File: config.mk
export PLATFORM = sky130hd
export DESIGN_NAME = fifo_stream_reader
export DESIGN_NICKNAME = d
export VERILOG_FILES = /design/src/rtl/fifo_stream_reader_pkg.sv /design/src/rtl/stream_skid_buf.sv /design/src/rtl/fifo_stream_reader.sv
export SDC_FILE = /design/constraint.sdc
export NUM_CORES = 1
export LEC_CHECK = 0
export CAP_MARGIN = 20
export CELL_PAD_IN_SITES_DETAIL_PLACEMENT = 0
export CELL_PAD_IN_SITES_GLOBAL_PLACEMENT = 1
export CORE_MARGIN = 4
export CORE_UTILIZATION = 24
export CTS_CLUSTER_SIZE = 40
export DETAILED_ROUTE_END_ITERATION = 8
export HOLD_SLACK_MARGIN = 0.08
export PLACE_DENSITY_LB_ADDON = 0.1
export SYNTH_ARGS = -nofsm -noshare
export SYNTH_HDL_FRONTEND = slang
export SYNTH_SLANG_ARGS = --single-unit
File: constraint.sdc
create_clock -name clk -period 2.7 [get_ports clk]
set_clock_uncertainty 0.2 [all_clocks]
set_input_delay 0.54 -clock clk [delete_from_list [all_inputs] [get_ports clk]]
set_output_delay 0.54 -clock clk [all_outputs]
set_load 0.02 [all_outputs]
File: src/rtl/fifo_stream_reader_pkg.sv
// Shared constants and helpers for the FIFO read-side stream adapter.
package fifo_stream_reader_pkg;

    localparam int BEAT_CNT_W = 32;

    function automatic bit read_latency_ok(input int rl);
        return (rl == 1) || (rl == 2);
    endfunction

endpackage

File: src/rtl/stream_skid_buf.sv
// Small register-based circular buffer with push/pop, occupancy and head output.
module stream_skid_buf
    import fifo_stream_reader_pkg::*;
#(
    parameter int WIDTH = 8,
    parameter int DEPTH = 2,
    localparam int PTR_W = (DEPTH > 1) ? $clog2(DEPTH) : 1,
    localparam int OCC_W = $clog2(DEPTH + 1)
) (
    input  logic             clk,
    input  logic             clr,
    input  logic             push,
    input  logic [WIDTH-1:0] push_data,
    input  logic             pop,
    output logic [WIDTH-1:0] head_data,
    output logic [OCC_W-1:0] occ,
    output logic             valid
);

    logic [WIDTH-1:0] mem [DEPTH];
    logic [PTR_W-1:0] head;
    logic [PTR_W-1:0] tail;
    logic             pop_ok;

    function automatic logic [PTR_W-1:0] ptr_inc(input logic [PTR_W-1:0] p);
        return (p == PTR_W'(DEPTH - 1)) ? '0 : p + PTR_W'(1);
    endfunction

    assign valid     = (occ != '0);
    assign pop_ok    = pop & valid;
    assign head_data = mem[head];

    always_ff @(posedge clk) begin
        if (clr) begin
            head <= '0;
            tail <= '0;
            occ  <= '0;
        end else begin
            if (push) begin
                mem[tail] <= push_data;
                tail      <= ptr_inc(tail);
            end
            if (pop_ok) begin
                head <= ptr_inc(head);
            end
            case ({push, pop_ok})
                2'b10:   occ <= occ + OCC_W'(1);
                2'b01:   occ <= occ - OCC_W'(1);
                default: ;
            endcase
        end
    end

    // The upstream credit scheme must never let a push land on a full buffer.
    assert property (@(posedge clk) disable iff (clr)
        !(push && !pop_ok && (occ == OCC_W'(DEPTH))));

endmodule

File: src/rtl/fifo_stream_reader.sv
// Turns a fixed-latency BRAM FIFO read port into a valid/ready stream,
// issuing reads only when the prefetch buffer has room for every word in flight.
module fifo_stream_reader
    import fifo_stream_reader_pkg::*;
#(
    parameter int DATA_WIDTH   = 8,
    parameter int READ_LATENCY = 1
) (
    input  logic                  clk,
    input  logic                  rst,
    input  logic [DATA_WIDTH-1:0] fifo_out,
    input  logic                  fifo_empty,
    output logic                  fifo_rd_en,
    output logic [DATA_WIDTH-1:0] out_data,
    output logic                  out_valid,
    input  logic                  out_ready,
    input  logic                  flush,
    output logic [BEAT_CNT_W-1:0] beat_count
);

    localparam int BUF_DEPTH = READ_LATENCY + 1;
    localparam int OCC_W     = $clog2(BUF_DEPTH + 1);

    logic [READ_LATENCY-1:0] rd_pipe;
    logic [OCC_W-1:0]        occ;
    logic [OCC_W-1:0]        inflight;
    logic [OCC_W:0]          credit_used;
    logic                    pop;
    logic                    push;

    assign pop = out_valid & out_ready;

    always_comb begin
        inflight = '0;
        for (int i = 0; i < READ_LATENCY; i++) begin
            inflight = inflight + OCC_W'(rd_pipe[i]);
        end
    end

    // A word leaving the buffer this cycle already frees its slot for a new read.
    assign credit_used = (OCC_W + 1)'(occ) + (OCC_W + 1)'(inflight) - (OCC_W + 1)'(pop);
    assign fifo_rd_en  = !rst && !flush && !fifo_empty
                         && (credit_used < (OCC_W + 1)'(BUF_DEPTH));

    // Clearing the pipe bits is what makes late BRAM returns after a flush harmless.
    always_ff @(posedge clk) begin
        if (rst || flush) begin
            rd_pipe <= '0;
        end else begin
            rd_pipe[0] <= fifo_rd_en;
            for (int i = 1; i < READ_LATENCY; i++) begin
                rd_pipe[i] <= rd_pipe[i-1];
            end
        end
    end

    assign push = rd_pipe[READ_LATENCY-1] & ~flush;

    stream_skid_buf #(
        .WIDTH (DATA_WIDTH),
        .DEPTH (BUF_DEPTH)
    ) u_skid_buf (
        .clk       (clk),
        .clr       (rst | flush),
        .push      (push),
        .push_data (fifo_out),
        .pop       (pop),
        .head_data (out_data),
        .occ       (occ),
        .valid     (out_valid)
    );

    always_ff @(posedge clk) begin
        if (rst) begin
            beat_count <= '0;
        end else if (pop && !flush) begin
            beat_count <= beat_count + BEAT_CNT_W'(1);
        end
    end

    assert property (@(posedge clk) read_latency_ok(READ_LATENCY));

endmodule
---- Word-level counts from Yosys, hierarchy flattened ----
Memory sizes are Yosys's and may differ from the RTL's. A register that Yosys moved wholly into a read port is not among the register bits.
Cells that the tools add are included.
operators by class
  $add $sub $neg .......................... 7
  magnitude comparators ................... 1
  equal/unequal tests ..................... 2
  multiplexer cells ....................... 8
  bitwise operators ....................... 5
  reduce and logical (&&, ||, !) cells .... 10
operator list
  cell                   number
  $add 32x1->32 const B  1
  $mux 1                 7
  $logic_and 1x1->1      4
  $pmux 2 s2             1
  $reduce_bool 2->1      2
  $add 2x1->3            1
  $and 1x1->1            3
  $logic_not 1->1        3
  $lt 3x2->1 const B     1
  $sub 3x1->3            1
  $add 1x1->1 const B    2
  $add 2x1->2 const B    1
  $eq 2x1->1 const B     1
  $eq 2x2->1 const B     1
  $sub 2x1->2 const B    1
  $logic_or 1x1->1       1
  $not 1->1              1
  $or 1x1->1             1
storage, ports and cells
  register bits after elaboration ......... 37
  RAM bits ................................ 16
  output and inout port bits .............. 42
  memories ................................ 1
memory list
  memory          words  width  read ports  clocked after Yosys merged registers in  wr ports  line                   RTL
  u_skid_buf.mem  2      8      1           1                                        1         stream_skid_buf.sv:20  logic [WIDTH-1:0] mem [DEPTH];

---- Logic depth before layout (Yosys ltp) ----
  word-level depth ........................ 5
  gate-level depth with buffers ........... 7
  gate-level depth less buffers ........... 7

---- By module ----
Synthesis repeated with hierarchy kept, for this count alone.
unflattened totals
  cell total of the unflattened synthesis .. 233
  area total of the unflattened synthesis .. 2372.3 um^2
modules (own cells, without submodules)
  module              instances  cells an instance  area an instance (um^2)  sequential area each (um^2)
  fifo_stream_reader  1          186                1587.8                   660.6
  stream_skid_buf     1          47                 784.5                    580.6

---- Least setup slack after synthesis ----
Ideal clock, no wire load.
  kind .................................... input -> output
  start ................................... input port out_ready
  end ..................................... output port fifo_rd_en
  arrival ................................. 2.683 ns
  required time ........................... 1.960 ns
  path slack .............................. -0.723 ns
  cell stages on the path ................. 7
  buffers on the path ..................... 0
  cell sequence ........................... o21ai_1 -> clkinv_1 -> ha_1 -> nand2b_1 -> fa_1 -> nand2b_1 -> nor4_1
between the ends
  longest elaborated chain between the ends .. 4
RTL lines
  what               line                      RTL
  from (decl)        fifo_stream_reader.sv:16  input logic out_ready,
  $and 1x1->1        fifo_stream_reader.sv:31  assign pop = out_valid & out_ready;
  $sub 3x1->3        fifo_stream_reader.sv:41  assign credit_used = (OCC_W + 1)'(occ) + (OCC_W + 1)'(inflight) - (OCC_W + 1)'(pop);
  $lt 3x2->1         fifo_stream_reader.sv:43  && (credit_used < (OCC_W + 1)'(BUF_DEPTH));
  $logic_and 1x1->1  fifo_stream_reader.sv:43
  to (decl)          fifo_stream_reader.sv:13  output logic fifo_rd_en,
No other way between the ends.

---- Worst setup path in the final report ----
Same ends and word-level chain as after synthesis.

==> flow_summary.ini <==
[power_and_ir_drop]
power_density_mw_per_mm2 = 405
clock_power_share = 0.346
cellLeakagePower_nw = 1.06
seqPwrFrac = 0.608
vdd_drop_max_mv = 0.199
power_switching_mw = 0.322
swShare = 0.233
power_frac_comb = 0.046
p_int_mw = 1.06
total_power_mw = 1.38

[timing]
worst_pin_slew_ns = 0.469
setup-tns-final_ns = -0.234
maxSlewHeadroom = 0.687
whs_ns = 0.293
finalCritPeriodShare = 1.09
setup-violations-final = 1
drv_slew = 0
worst_slack_ns = -0.234
hold_viol = 0
rsz0062_at_grt = true
finalCriticalPeriod_ns = 2.93
max_freq_mhz = 341

[critical_path]
crit_cells = 9
path_max_fanout = 2
path_cells = dlygate4sd2_1, o21ai_4, clkinv_4, ha_4, nand2b_4, fa_2, xor2_2, nor4_4, buf_4
critPathBufInv = 3
crit_required_ns = 1.96
cp_top_family = adder cells
critPathSlowestCell = fa_2
end_kind = output pin
reg2reg_depth = 5
crit_type = primary input to output pin
start_kind = primary input
arrival_ns = 2.19
slowest_delay_ns = 0.35

[global_routing]
antenna_found_initial = 0
grt_pass1_wl_um = 9940
track_usage = 0.106
grt_max_degree = 42
grt_overflow = 0
grt_pass1_vias = 1954

[placed_design]
gp_congestion = 0.673
dp_cells = 433
io_buffers = 54
dp_slack_ns = -0.934
placed_cell_area_mm2 = 0.00331
dpl.hpwl_um = 4110

[synthesis]
seq_area_frac_synth = 0.511
avgSynthCellArea_um2 = 10.1
syn_nets = 257
ys_ff_latch = 54
synth_cell_types = 33
netlist_area_mm2 = 0.00243
syn-instance-count = 240
yosysWarnings = 0

[clock_network]
clock_path_buffers = 2
cts_setup_buffers = 0
cts_hold_buf = 0
h-tree-depth = 2
cts_sinks = 54
cts_root_buf = clkbuf_8
cts_buffers = 5
clock_latency_ns = 0.31
cts_tree = done
cts.reportedPaths.clkPinSlew_ns = 0.10

[finish]
num_antenna_cells = 0
drive_gt1_frac = 0.162
area_growth_syn_to_layout_pct = 40.2
multi_input_area_mm2 = 0.00117
design_area_mm2 = 0.00340
final_core_util = 0.346
regArea_mm2 = 0.00124
n_fill_cell = 1065
stdcell_count = 441
final_nets = 324

[status]
violations = negative setup slack
outcome = complete, but fails checks

[routing]
num_vias = 2070
drtPass1Iterations = 4
ant_nets = 0
drc = 0
routedWlPerCell_um = 13.8
vias_per_cell = 4.69
wirelength_um = 6080
drt_iter0_drc = 51

[floorplanning]
rows = 36
die_w_um = 109
die_h_um = 109
coreArea_mm2 = 0.00982
initial_core_util = 0.247
dieArea_mm2 = 0.0118
ioPinCount = 55

[flow_run]
max_cap_violations = 0

[min_path]
min_path_cells = 2
hp-class = flip-flop to flip-flop
routing by layer:
| metal | routed length (um) | GRT usage | vias up |
|---|---|---|---|
| li1 | - | - | 1044 |
| met1 | 2970 | 0.140 | 984 |
| met2 | 2800 | 0.171 | 36 |
| met3 | 235 | 0.0245 | 6 |
| met4 | 79 | 0.0325 | 0 |
| met5 | 0 | 0 | - |
power by group through the flow:
stage,Clock [mW],Sequential (mW),Combinational (mW)
final,0.477,0.838,0.0633
after global routing,0.545,0.839,0.0695
after detailed placement,0,0.857,0.0653
after CTS,0.509,0.839,0.0652
after global placement,0,0.857,0.0655
after floorplan,0,0.857,0.0279
worst paths after layout:
path,startpoint,endpoint,slack [ns]
max reg2reg,beat_count[9],beat_count[25],0.35
max,out_ready,fifo_rd_en,-0.23
min,beat_count[25],beat_count[25],0.29
min reg2reg,beat_count[25],beat_count[25],0.29
worst reg2reg max path, cell delays in order (launching register included):
cell and delay [ns]:
dfxtp_1 0.45, nand4_1 0.21, or4_1 0.53, buf_4 0.23, or4_1 0.53, a21oi_1 0.14
repair_timing:
| action | in CTS | in global routing |
|---|---|---|
| pin swaps | 1 | 1 |
| gates resized for setup | 7 | 1 |
| endpoints found under the setup margin | 1 | 1 |
| endpoints found under the hold margin | 0 | 0 |
layout by cell type (no fill, tap or decap), types with 2 or more instances in the layout:
master	instances
a21oi_1	23
and2_1	2
and4_1	5
buf_4	21
clkbuf_8	5
clkdlybuf4s50_1	52
clkinv_4	4
dfxtp_1	36
dfxtp_2	2
edfxtp_1	16
ha_1	2
inv_1	3
mux2_2	9
nand2_1	11
nand2b_4	2
nand3_1	10
nand4_1	10
nor2_1	11
nor3_1	6
nor3b_1	2
nor4_1	4
o21ai_0	6
o31ai_1	17
or3_1	6
or4_1	18
xnor2_1	8
xor2_1	5
synth_stat cells (all sizes together):
library cell	count	area (um2)
a21oi	23	115
and2	2	12.5
and3	1	6.26
and3b	1	8.76
and4	5	43.8
buf	4	23.8
clkbuf	11	41.3
clkinv	1	3.75
dfxtp	38	761
edfxtp	16	480
fa	1	20.0
ha	3	37.5
inv	3	11.3
mux2	9	101
nand2	11	41.3
nand2b	3	18.8
nand3	10	50.1
nand4	10	62.6
nor2	11	41.3
nor2b	1	6.26
nor3	6	30.0
nor3b	2	15.0
nor4	5	31.3
o21ai	7	35.0
o31ai	17	128
or2	1	6.26
or3	6	37.5
or4	18	135
xnor2	8	70.1
xor2	6	52.6
flip-flops by register name (all words and copies together), names as in the netlist, named ones only:
register	count
beat_count	32
rd_pipe	1
u_skid_buf.head	1
u_skid_buf.mem	16
u_skid_buf.occ	2
u_skid_buf.tail	1
final cells by class:
type,instances,share of cell area
Multi-Input combinational cell,167,0.344
Tap cell,133,0.0489
Inverter,4,0.00588
Clock inverter,3,0.00772
Clock buffer,5,0.0202
Sequential cell,54,0.366
Timing Repair Buffer,75,0.208
kinds of logic (layout without fill, tap and decap cells):
logic type | count (synthesis) | in the layout | synth area share
multiplexers | 9 | 9 | 0.0418
flip-flops | 54 | 54 | 0.511
AO/OA/AOI/OAI | 47 | 47 | 0.114
adder cells (fa/ha/maj) | 4 | 4 | 0.0237
XOR/XNOR | 14 | 14 | 0.0505
AND/OR/NAND/NOR | 93 | 93 | 0.225
buffers and inverters | 19 | 87 | 0.0330
Power figures use the tool's default switching activity.
